## src/rtl/mem_port_arbiter.sv

```systemverilog
// Two-port arbiter in front of a single-ported synchronous RAM.
// CPU has priority; each port is masked in its own DONE and ack cycles so the other port cannot starve.
module mem_port_arbiter #(
    parameter int unsigned DATA_W    = 32,
    parameter int unsigned ADDR_W    = 16,
    parameter int unsigned MEM_WORDS = 512,
    parameter int unsigned MEM_AW    = 9
) (
    input  logic              clk,
    input  logic              reset,
    input  logic              cpu_req,
    input  logic              cpu_we,
    input  logic [ADDR_W-1:0] cpu_addr,
    input  logic [DATA_W-1:0] cpu_wdata,
    output logic [DATA_W-1:0] cpu_rdata,
    output logic              cpu_ack,
    output logic              cpu_err,
    input  logic              dma_req,
    input  logic              dma_we,
    input  logic [ADDR_W-1:0] dma_addr,
    input  logic [DATA_W-1:0] dma_wdata,
    output logic [DATA_W-1:0] dma_rdata,
    output logic              dma_ack,
    output logic              dma_err,
    output logic [MEM_AW-1:0] mem_addr,
    output logic [DATA_W-1:0] mem_wdata,
    output logic              mem_we,
    output logic              mem_re,
    input  logic [DATA_W-1:0] mem_rdata,
    output logic              busy,
    output logic              grant_dma
);

    typedef enum logic [2:0] {
        IDLE     = 3'd0,
        CPU_ISS  = 3'd1,
        CPU_DONE = 3'd2,
        DMA_ISS  = 3'd3,
        DMA_DONE = 3'd4
    } state_t;

    state_t state_q;
    state_t state_d;

    logic lat_we_q;
    logic lat_ok_q;
    logic lat_we_d;
    logic lat_ok_d;

    logic              arb_c;
    logic              cpu_live_c;
    logic              dma_live_c;
    logic              grant_cpu_c;
    logic              grant_dma_c;
    logic              sel_we_c;
    logic [ADDR_W-1:0] sel_addr_c;
    logic [DATA_W-1:0] sel_wdata_c;
    logic              sel_ok_c;

    logic [MEM_AW-1:0] mem_addr_d;
    logic [DATA_W-1:0] mem_wdata_d;
    logic              mem_we_d;
    logic              mem_re_d;
    logic [DATA_W-1:0] cpu_rdata_d;
    logic              cpu_ack_d;
    logic              cpu_err_d;
    logic [DATA_W-1:0] dma_rdata_d;
    logic              dma_ack_d;
    logic              dma_err_d;
    logic              busy_d;
    logic              grant_dma_d;

    // Arbitration: a port is masked in its own DONE cycle and in its ack cycle.
    assign arb_c       = (state_q == IDLE) || (state_q == CPU_DONE) || (state_q == DMA_DONE);
    assign cpu_live_c  = cpu_req && (state_q != CPU_DONE) && !cpu_ack;
    assign dma_live_c  = dma_req && (state_q != DMA_DONE) && !dma_ack;
    assign grant_cpu_c = arb_c && cpu_live_c;
    assign grant_dma_c = arb_c && dma_live_c && !cpu_live_c;

    assign sel_we_c    = grant_dma_c ? dma_we    : cpu_we;
    assign sel_addr_c  = grant_dma_c ? dma_addr  : cpu_addr;
    assign sel_wdata_c = grant_dma_c ? dma_wdata : cpu_wdata;
    assign sel_ok_c    = (32'(sel_addr_c) < MEM_WORDS);

    // State register
    always_ff @(posedge clk or negedge reset) begin
        if (!reset) begin
            state_q <= IDLE;
        end else begin
            state_q <= state_d;
        end
    end

    // Next-state logic
    always_comb begin
        state_d = state_q;
        case (state_q)
            IDLE, CPU_DONE, DMA_DONE: begin
                if (grant_cpu_c) begin
                    state_d = CPU_ISS;
                end else if (grant_dma_c) begin
                    state_d = DMA_ISS;
                end else begin
                    state_d = IDLE;
                end
            end
            CPU_ISS: state_d = CPU_DONE;
            DMA_ISS: state_d = DMA_DONE;
            default: state_d = IDLE;
        endcase
    end

    // Output next-values; strobes are launched at the grant edge so they are live during ISS.
    always_comb begin
        lat_we_d    = lat_we_q;
        lat_ok_d    = lat_ok_q;
        mem_addr_d  = mem_addr;
        mem_wdata_d = mem_wdata;
        mem_we_d    = 1'b0;
        mem_re_d    = 1'b0;
        cpu_rdata_d = cpu_rdata;
        cpu_ack_d   = 1'b0;
        cpu_err_d   = 1'b0;
        dma_rdata_d = dma_rdata;
        dma_ack_d   = 1'b0;
        dma_err_d   = 1'b0;
        grant_dma_d = grant_dma;
        busy_d      = (state_d != IDLE);

        if (grant_cpu_c || grant_dma_c) begin
            lat_we_d    = sel_we_c;
            lat_ok_d    = sel_ok_c;
            grant_dma_d = grant_dma_c;
            if (sel_ok_c) begin
                mem_addr_d = MEM_AW'(sel_addr_c);
                if (sel_we_c) begin
                    mem_we_d    = 1'b1;
                    mem_wdata_d = sel_wdata_c;
                end else begin
                    mem_re_d = 1'b1;
                end
            end
        end

        case (state_q)
            CPU_DONE: begin
                cpu_ack_d = 1'b1;
                cpu_err_d = !lat_ok_q;
                if (!lat_we_q) begin
                    cpu_rdata_d = lat_ok_q ? mem_rdata : '0;
                end
            end
            DMA_DONE: begin
                dma_ack_d = 1'b1;
                dma_err_d = !lat_ok_q;
                if (!lat_we_q) begin
                    dma_rdata_d = lat_ok_q ? mem_rdata : '0;
                end
            end
            default: ;
        endcase
    end

    // Registered outputs and latched request attributes
    always_ff @(posedge clk or negedge reset) begin
        if (!reset) begin
            lat_we_q  <= 1'b0;
            lat_ok_q  <= 1'b0;
            mem_addr  <= '0;
            mem_wdata <= '0;
            mem_we    <= 1'b0;
            mem_re    <= 1'b0;
            cpu_rdata <= '0;
            cpu_ack   <= 1'b0;
            cpu_err   <= 1'b0;
            dma_rdata <= '0;
            dma_ack   <= 1'b0;
            dma_err   <= 1'b0;
            busy      <= 1'b0;
            grant_dma <= 1'b0;
        end else begin
            lat_we_q  <= lat_we_d;
            lat_ok_q  <= lat_ok_d;
            mem_addr  <= mem_addr_d;
            mem_wdata <= mem_wdata_d;
            mem_we    <= mem_we_d;
            mem_re    <= mem_re_d;
            cpu_rdata <= cpu_rdata_d;
            cpu_ack   <= cpu_ack_d;
            cpu_err   <= cpu_err_d;
            dma_rdata <= dma_rdata_d;
            dma_ack   <= dma_ack_d;
            dma_err   <= dma_err_d;
            busy      <= busy_d;
            grant_dma <= grant_dma_d;
        end
    end

endmodule

```

## config.mk

```make
export PLATFORM = sky130hd
export DESIGN_NAME = mem_port_arbiter
export DESIGN_NICKNAME = d
export VERILOG_FILES = /design/src/rtl/mem_port_arbiter.sv
export SDC_FILE = /design/constraint.sdc
export NUM_CORES = 1
export LEC_CHECK = 0
export ABC_AREA = 1
export BUFFER_PORTS_ARGS = -buffer_cell sky130_fd_sc_hd__buf_2
export CAP_MARGIN = 30
export CORE_MARGIN = 4
export CORE_UTILIZATION = 35
export CTS_BUF_LIST = sky130_fd_sc_hd__clkbuf_2 sky130_fd_sc_hd__clkbuf_4 sky130_fd_sc_hd__clkbuf_8
export DETAILED_ROUTE_END_ITERATION = 16
export GPL_TIMING_DRIVEN = 0
export PLACE_DENSITY = 0.69
export RECOVER_POWER = 100
export SYNTH_ARGS = -nofsm -noshare
export SYNTH_HDL_FRONTEND = slang
export SYNTH_SLANG_ARGS = --single-unit
```

## constraint.sdc

```tcl
create_clock -name clk -period 1.7 [get_ports clk]
set_input_delay 0.085 -clock clk [delete_from_list [all_inputs] [get_ports clk]]
set_output_delay 0.085 -clock clk [all_outputs]
set_load 0.01 [all_outputs]
```

# After elaboration in Yosys (flattened, before gate mapping)
# Index checks and enable logic that the tools add are counted.
[word_totals]
reg_bits = 118
in_bits = 134
elab_cells = 61
[op_classes]
order_cmp = 1
eq_ne = 6
n_mux = 17
bitwise = 1
reduce_logical = 21
[ops]
columns = ["cell", "n"]
rows = [
  ["two-way mux 32 bit", 2],
  ["less-than comparator 16 x 10 -> 1 bit (second input constant)", 1],
  ["two-way mux 16 bit", 1],
  ["two-way mux 1 bit", 11],
  ["case mux 3 bit (3 select lines)", 1],
  ["logical AND 1 bit", 7],
  ["equality test 3 x 2 -> 1 bit (second input constant)", 2],
  ["AND reduction 2 bit", 3],
  ["logical NOT 1 bit", 4],
  ["two-way mux 2 bit", 2],
  ["equality test 3 x 1 -> 1 bit (second input constant)", 1],
  ["equality test 3 bit (second input constant)", 1],
  ["logical NOT 3 bit", 1],
  ["logical OR 1 bit", 3],
  ["inequality test 3 x 2 -> 1 bit (second input constant)", 1],
  ["inequality test 3 bit (second input constant)", 1],
  ["AND reduction 3 bit", 1],
  ["nonzero test 3 bit", 1],
  ["OR reduction 3 bit", 1],
  ["inverter 1 bit", 1],
]

# Logic depth before layout (Yosys ltp)
# Gate-level depths: netlist of run 1.
[depth]
depth_word = 9
ltp_mapped = 11
depth_no_buf = 9

# Worst setup path after synthesis of run 1
# OpenSTA, ideal clock, no wires.
[synth_timing]
path_kind = "flip-flop to flip-flop"
from = "register dma_ack"
to = "register mem_wdata[10]"
setup_time_ns = 0.065
arrival_time_ns = 1.386
required_ns = 1.635
path_slack_ns = 0.249
stages_incl_launch_ff = 12
path_buffers = 2
synth_period_minus_slack_ns = 1.451
cell_sequence = "dfrtp_1 inv_1 nand2_1 nor2_8 nand2_2 buf_6 nand2_1 nand2_1 nand3_2 buf_4 nand2_1 nand2_1"
[synth_between]
elab_chain_cells = 7
elab_cells_between_ends = 10
cone_classes = "order compare (1); mux (3); reduce/logical (6)"
[synth_lines]
columns = ["element", "line", "source"]
rows = [
  ["from (decl)", "23", "output logic dma_ack,"],
  ["from (signal assigned)", "192", "dma_ack <= dma_ack_d;"],
  ["logical NOT 1 bit *", "76", "assign dma_live_c = dma_req && (state_q != DMA_DONE) && !dma_ack;"],
  ["logical AND 1 bit *", "76", ""],
  ["logical AND 1 bit * (2 in series)", "78", "assign grant_dma_c = arb_c && dma_live_c && !cpu_live_c;"],
  ["two-way mux 16 bit", "81", "assign sel_addr_c = grant_dma_c ? dma_addr : cpu_addr;"],
  ["less-than comparator 16 x 10 -> 1 bit", "83", "assign sel_ok_c = (32'(sel_addr_c) < MEM_WORDS);"],
  ["AND reduction 3 bit (no source line)", "n/a", ""],
  ["to (signal assigned)", "185", "mem_wdata <= mem_wdata_d;"],
  ["to (decl)", "26", "output logic [DATA_W-1:0] mem_wdata,"],
]
# Mark *: on every way between the ends. The rest lies on a longest branch, timed or not.
# A chain may end at the register's enable or synchronous reset.

# Final worst setup path of run 1
[layout_timing]
from = "register state_q[2]"
to = "register mem_wdata[28]"
[layout_between]
elab_chain_cells = 8
elab_cells_between_ends = 21
cone_classes = "order compare (1); eq/ne (4); mux (3); reduce/logical (13)"
[layout_lines]
columns = ["element", "line", "source"]
rows = [
  ["from (decl)", "42", "state_t state_q;"],
  ["from (signal assigned)", "90", "state_q <= state_d;"],
  ["equality test 3 x 2 -> 1 bit (tied with other cells)", "74", "assign arb_c = (state_q == IDLE) || (state_q == CPU_DONE) || (state_q == DMA_DONE);"],
  ["logical OR 1 bit (tied with other cells) (2 in series)", "74", ""],
  ["logical AND 1 bit / logical NOT 1 bit (equally long branches)", "78", ""],
  ["logical AND 1 bit", "78", ""],
  ["two-way mux 16 bit", "81", ""],
  ["less-than comparator 16 x 10 -> 1 bit", "83", ""],
  ["AND reduction 3 bit (no source line)", "n/a", ""],
]
# Several ways; a longest one is shown, not always the timed one.

==> metrics.cfg, run 1 <==
[outcome]
status=completed

[setup_path]
required_ps=2020
crit_top_cell=nand2_1
path_cells=inv_2, nand2_4, nor2_8, buf_6, nand3b_1, nand2_1, nor2_4, clkbuf_8, buf_4, nand2_1, nand2_1
cp-start-kind=flip-flop
cp_num_buf_inv=4
r2r_slack_ps=20
critical_path_class=flip-flop to flip-flop
reg2reg_from=state_q[2]$_DFF_PN0_
cpLargestDelayFamily=simple AND/OR/NAND/NOR gates
cp.arrival_ps=2010
rr_endpoint=mem_wdata[28]$_DFFE_PN0P_
end_kind=flip-flop
cp_max_fo=8
r2r_cells=11
max_stage_delay_ps=380
cp_num_cells=11
slowest_stage=dfrtp_1

[timing]
slew_headroom=0.149
finClkSkew_ps=11.6
tightest_slew_ps=1280
rsz0062_at_grt=true
fin_crit_sh=0.990
fin_crit_ps=1680
setup_ws_ps=17.7
timing.final.max_slew_violations=0
setup_viol=0
max_freq_mhz=594
hold_viol=0

[place]
dpl_worst_slack_ps=-160
dpl_cell_area_um2=6590
globalplace.congestion=0.848
hpwl_mm=12.3
io_buffers=246

[power_and_ir_drop]
power_mw=13.3
power_switching_mw=5.53
power_density_nw_per_um2=1600
p_int_mw=7.81
power_leakage_nw=4.29
pwr-share-seq=0.359
peakVddDrop_v=0.000758
p_comb_frac=0.425
p_clk_frac=0.216
switching_share=0.415

[clock_network]
cts_buffers=17
h-tree-depth=4
path_clk_slew_ps=80
clk_latency_ps=430
cts_root_buf=clkbuf_8
cts_tree=done
cts.sinks=118
clockBufferDepth=2

[cells_and_area]
drive_gt1_frac=0.238
fin_util=0.591
syn2layout_area_growth_pct=63.3
fin_nets=1157
design_area_um2=8330
n_antenna_cell=0

[floorplan]
core_um2=14100
chipHeight_um=129
dieArea_um2=16600
die_x_um=129
start_util=0.362
num_rows=43
ios=247

[synthesis]
yosysUniqueCellTypes=24
syn_avg_cell_area_um2=8.14
synth_warnings=0
synth-seq-area-share=0.579
syn_inst=627
syn_nets=761
synthesis.area_um2=5100
synth-seq-cells=118

[route]
drt-total-wl_mm=19.6
vias_per_cell=4.85
dr_total_vias=5903
wire_per_inst_um=16.1
drc=0
ant_nets=0
first_pass_iters=5
drtIter0Drc=371

[worst_hold_path]
hold_path_depth=5
min-delay-start=dma_wdata[9]
worstHoldPathType=input pin to flip-flop
whs_endpoint=mem_wdata[9]$_DFFE_PN0P_

[grt]
gr-usage-all-layers=0.231
grt_pass1_vias=6007
grt_overflow=0
grt_max_degree=70
grt_pass1_wl_mm=30.1
antenna_found_initial=0

[flow_run]
drv_cap=0

==> cell families (layout without fill, tap and decap cells) <==
kind of cell,count (synthesis),in the layout,synth area share
AOI/OAI and AO/OA,65,65,0.0638
buffers and inverters,53,462,0.0461
DFF,118,118,0.579
and+or+nand+nor,391,391,0.311
==> how the worst max path moves through the flow <==
stage,end,from
after CTS,mem_wdata[20]$_DFFE_PN0P_,dma_ack$_DFF_PN0_
after global placement,mem_wdata[5]$_DFFE_PN0P_,reset
after global routing,mem_addr[7]$_DFFE_PN0P_,state_q[0]$_DFF_PN0_
after floorplan,mem_wdata[10]$_DFFE_PN0P_,dma_ack$_DFF_PN0_
after detailed placement,mem_wdata[9]$_DFFE_PN0P_,dma_ack$_DFF_PN0_
final,mem_wdata[28]$_DFFE_PN0P_,state_q[2]$_DFF_PN0_
==> synthesized netlist by cell type <==
cell type  count  share of area
nand2_2        3         0.0037
clkinv_1       1        0.00073
clkbuf_1      20          0.015
nor2b_1        1         0.0012
buf_4          6         0.0088
a21oi_1        1        0.00098
or3_1          1         0.0012
nand2_4        1         0.0022
nor2_4         1         0.0022
nand2_1      322           0.24
nor2_2         1         0.0012
inv_2          2         0.0015
nor3_1         2         0.0020
nand3_1       45          0.044
o21ai_0       64          0.063
inv_1         14          0.010
buf_1          4         0.0029
nand3b_1       1         0.0015
nor2_8         1         0.0039
dfrtp_1      118           0.58
buf_6          1         0.0022
nand3_2        2         0.0039
nor2_1        10         0.0074
buf_2          5         0.0049
==> metal layers <==
metal,part of all wire,vias to the layer above,wire (um),global-route usage
li1,-,2771,-,-
met1,0.38,2721,7550,0.274
met2,0.48,371,9510,0.396
met3,0.11,40,2120,0.0689
met4,0.023,0,450,0.0834
met5,0,-,0,0
==> power by group through the flow <==
stage | Clock, mW | Sequential (mW) | Combinational (mW)
5_1_grt | 3.08 | 4.91 | 6.32
6_report | 2.88 | 4.79 | 5.67
3_3_place_gp | 0 | 4.72 | 5.19
3_5_place_dp | 0 | 4.74 | 5.27
4_1_cts | 2.93 | 4.72 | 5.52
2_1_floorplan | 0 | 5.24 | 2.39
==> timing repair <==
item                                    CTS  global route
gates cloned                              0             3
pin swaps                                 1            11
setup buffers                             3            10
endpoints found under the setup margin   38           104
resized for setup                         4            79
endpoints found under the hold margin   155             0
hold buffers                            115             0
==> cell type report <==
type / count / area [um2]
Timing Repair Buffer: 378 / 2400
Tap cell: 180 / 225
Clock buffer: 20 / 275
Clock inverter: 12 / 174
Multi-Input combinational cell: 456 / 2030
Buffer: 35 / 211
Sequential cell: 118 / 2950
Inverter: 17 / 70.1
Fill cell: 1264 / 5760
==> tightest hold or removal path: stages <==
cell     delay [ps]
buf_2            80
nand3_1         110
nand2_1         120
nand2_2          50
nand2_1          40
==> placed cells by master (no fill, tap or decap), types with 2 or more instances in the layout <==
master | Yosys | layout
nand2_1 | 322 | 302
buf_2 | 5 | 138
dfrtp_1 | 118 | 118
clkbuf_1 | 20 | 117
dlygate4sd3_1 | 0 | 115
o21ai_0 | 64 | 64
nand3_1 | 45 | 44
clkbuf_8 | 0 | 21
nand2_2 | 3 | 19
clkbuf_2 | 0 | 17
inv_1 | 14 | 12
buf_4 | 6 | 12
nor2_1 | 10 | 10
buf_6 | 1 | 10
clkinvlp_4 | 0 | 5
nand2_4 | 1 | 4
bufinv_16 | 0 | 4
inv_2 | 2 | 3
clkinv_2 | 0 | 3
nand3_4 | 0 | 2
nor2_4 | 1 | 2
nor3_1 | 2 | 2
buf_1 | 4 | 2
==> stage by stage <==
stage          cells  TNS [ps]  hold slack (ps)
6_report        1216         0             85.2
5_1_grt         1216     -2040             54.2
4_1_cts         1204         0             8.05
3_5_place_dp    1054     -1420             65.9
3_3_place_gp    1053   -114990              370
2_1_floorplan    627         0             -211
==> registers in the layout (all words and copies together) (netlist names) <==
name       cells
grant_dma      1
mem_addr       9
cpu_ack        1
busy           1
mem_we         1
dma_ack        1
cpu_rdata     32
cpu_err        1
lat_we_q       1
lat_ok_q       1
dma_rdata     32
dma_err        1
mem_wdata     32
mem_re         1
state_q        3
Power figures use the tool's default switching activity.
==> run 2: changes to the inputs <==
--- a/config.mk
+++ b/config.mk
@@ -15,6 +15,7 @@
 export GPL_TIMING_DRIVEN = 0
 export PLACE_DENSITY = 0.69
 export RECOVER_POWER = 100
+export REMOVE_ABC_BUFFERS = 1
 export SYNTH_ARGS = -nofsm -noshare
 export SYNTH_HDL_FRONTEND = slang
 export SYNTH_SLANG_ARGS = --single-unit
==> run 2 against run 1 <==
Effect of this change:
- utilization up 2.3 points
- total power up 6.5%
- highest routed layer unchanged
- largest power group unchanged
- first-iteration DRC count up 29%
- critical endpoint is now mem_wdata[10]$_DFFE_PN0P_
==> metrics.cfg, run 2 (synthesized netlist as in run 1, its figures left out) <==
[floorplan]
dieArea_um2=16600
die_x_um=129
ios=247
start_util=0.362
num_rows=43
chipHeight_um=129
core_um2=14100

[place]
dp_cells=1021
hpwl_mm=10.4
io_buffers=246
globalplace.congestion=0.768

[power_and_ir_drop]
pwr-share-seq=0.334
p_int_mw=8.24
power_density_nw_per_um2=1640
switching_share=0.420
power_mw=14.2
p_comb_frac=0.475
p_clk_frac=0.191
power_switching_mw=5.97
peakVddDrop_v=0.000752
power_leakage_nw=4.71

[setup_path]
required_ps=2000
critical_path_class=flip-flop to flip-flop
r2r_cells=9
cp-start-kind=flip-flop
max_stage_delay_ps=400
path_cells=nor2_4, buf_6, nor2b_4, nand2_4, nand2_8, buf_4, nand3_4, nand2_2, nand2_1
cp_max_fo=8
cpLargestDelayFamily=simple AND/OR/NAND/NOR gates
reg2reg_from=cpu_ack$_DFF_PN0_
rr_endpoint=mem_wdata[10]$_DFFE_PN0P_
end_kind=flip-flop
cp_num_cells=9
cp_num_buf_inv=2
cp.arrival_ps=1960
r2r_slack_ps=40
slowest_stage=dfrtp_1
endpoint=mem_wdata[10]$_DFFE_PN0P_
startpoint=cpu_ack$_DFF_PN0_

[worst_hold_path]
worstHoldPathType=input pin to flip-flop

[cells_and_area]
syn2layout_area_growth_pct=69.6
regArea_um2=2950
top_regs=cpu_rdata (32), dma_rdata (32), mem_wdata (32)
layout_common_cells=nand2_1 (308), buf_2 (246), dfrtp_1 (118)
fin_nets=1145
layout_commonest_cell=nand2_1
multi_input_area_um2=2250
nFillCells=1125
finalNonFillerCells=1204
drive_gt1_frac=0.344
n_antenna_cell=0

[clock_network]
cts_root_buf=clkbuf_8
cts.sinks=118
path_clk_slew_ps=70
clockBufferDepth=2
cts_tree=done
cts_buffers=17
h-tree-depth=4
clk_latency_ps=420

[route]
met2WireLength_mm=9.64
wire_per_inst_um=17.2
highest_layer=met4
first_pass_iters=7
drc=0
dr_total_vias=5858
drt-total-wl_mm=20.7
routedLengthMet1_mm=8.21
drtIter0Drc=478
vias_per_cell=4.87
wl_met3_mm=2.30
ant_nets=0

[timing]
fin_setup_tns_ps=0
slew_headroom=0.0627
max_freq_mhz=601
fin_crit_ps=1660
setup_viol=0
fin_crit_sh=0.978
tightest_slew_ps=1410
whs_ps=61.4
rsz0062_at_grt=true
finClkSkew_ps=13.9
hold_viol=0
timing.final.max_slew_violations=0

[grt]
antenna_found_initial=0
grt_overflow=0
grt_max_degree=61
grt_pass1_wl_mm=31.7
gr-usage-all-layers=0.245
grt_pass1_vias=6087

[flow_run]
drv_cap=0

[outcome]
status=completed

==> run 2: cell count changes in the layout (fill, tap and decap cells not counted), sizes merged <==
| cell | before | now |
|---|---|---|
| nor2 | 13 | 17 |
| dlygate4sd3 | 115 | 111 |
| clkinv | 3 | 7 |
| bufinv | 4 | 3 |
| nand3 | 47 | 50 |
| clkinvlp | 5 | 2 |
| buf | 163 | 278 |
| clkbuf | 155 | 21 |
| nand2 | 326 | 330 |
==> run 2: how the worst min path moves through the flow <==
stage	startpoint	endpoint	slack, ps	depth (start not counted)
2_1_floorplan	reset	busy$_DFF_PN0_	-210	0
3_3_place_gp	cpu_wdata[15]	mem_wdata[15]$_DFFE_PN0P_	370	5
3_5_place_dp	reset	dma_rdata[10]$_DFFE_PN0P_	110	1
4_1_cts	dma_wdata[2]	mem_wdata[2]$_DFFE_PN0P_	0.6	5
5_1_grt	dma_wdata[2]	mem_wdata[2]$_DFFE_PN0P_	40	5
6_report	dma_wdata[2]	mem_wdata[2]$_DFFE_PN0P_	60	5
==> run 2: worst min-delay path: stages <==
cell and delay (ps):
buf_2 110, nand3_1 80, nand2_1 70, nand2_1 50, nand2_1 50
==> run 2: power groups by stage <==
stage | registers [mW] | logic (mW) | clock network (mW)
CTS | 4.71 | 6.41 | 2.78
floorplan | 5.32 | 2.12 | 0
global route | 4.89 | 7.37 | 2.91
global placement | 4.77 | 4.81 | 0
finish | 4.74 | 6.75 | 2.72
detailed placement | 4.72 | 5.09 | 0
==> run 2: per-layer routing <==
| metal | global-route usage | up-vias |
|---|---|---|
| met3 | 0.0826 | 49 |
| met1 | 0.300 | 2676 |
| li1 | - | 2768 |
| met4 | 0.103 | 0 |
| met5 | 0 | - |
| met2 | 0.396 | 365 |
==> run 2: area by class of cell <==
type	count	share of cell area
tap	180	0.0260
clock inverter	12	0.0175
clock buffer	20	0.0311
sequential	118	0.341
multi-input combinational	467	0.260
inverter	17	0.00810
timing repair buffer	390	0.316
==> run 2: repair_timing <==
| item | in CTS | in global routing |
|---|---|---|
| pin swaps | 14 | 10 |
| hold buffers | 111 | 0 |
| endpoints found under the setup margin | 49 | 32 |
| buffers inserted | 25 | 3 |
| hold endpoints to repair | 164 | 0 |
| gates resized for setup | 35 | 14 |
| cloned | 10 | 2 |
==> run 2: per-stage QoR <==
stage | utilization | area [um2] | setup slack [ps]
after floorplan | - | 4930 | -756
after global placement | 0.453 | 6390 | -1700
after detailed placement | 0.461 | 6490 | -1730
after CTS | 0.605 | 8530 | 0.679
after global routing | 0.614 | 8650 | -48.7
final | 0.614 | 8650 | 37.4
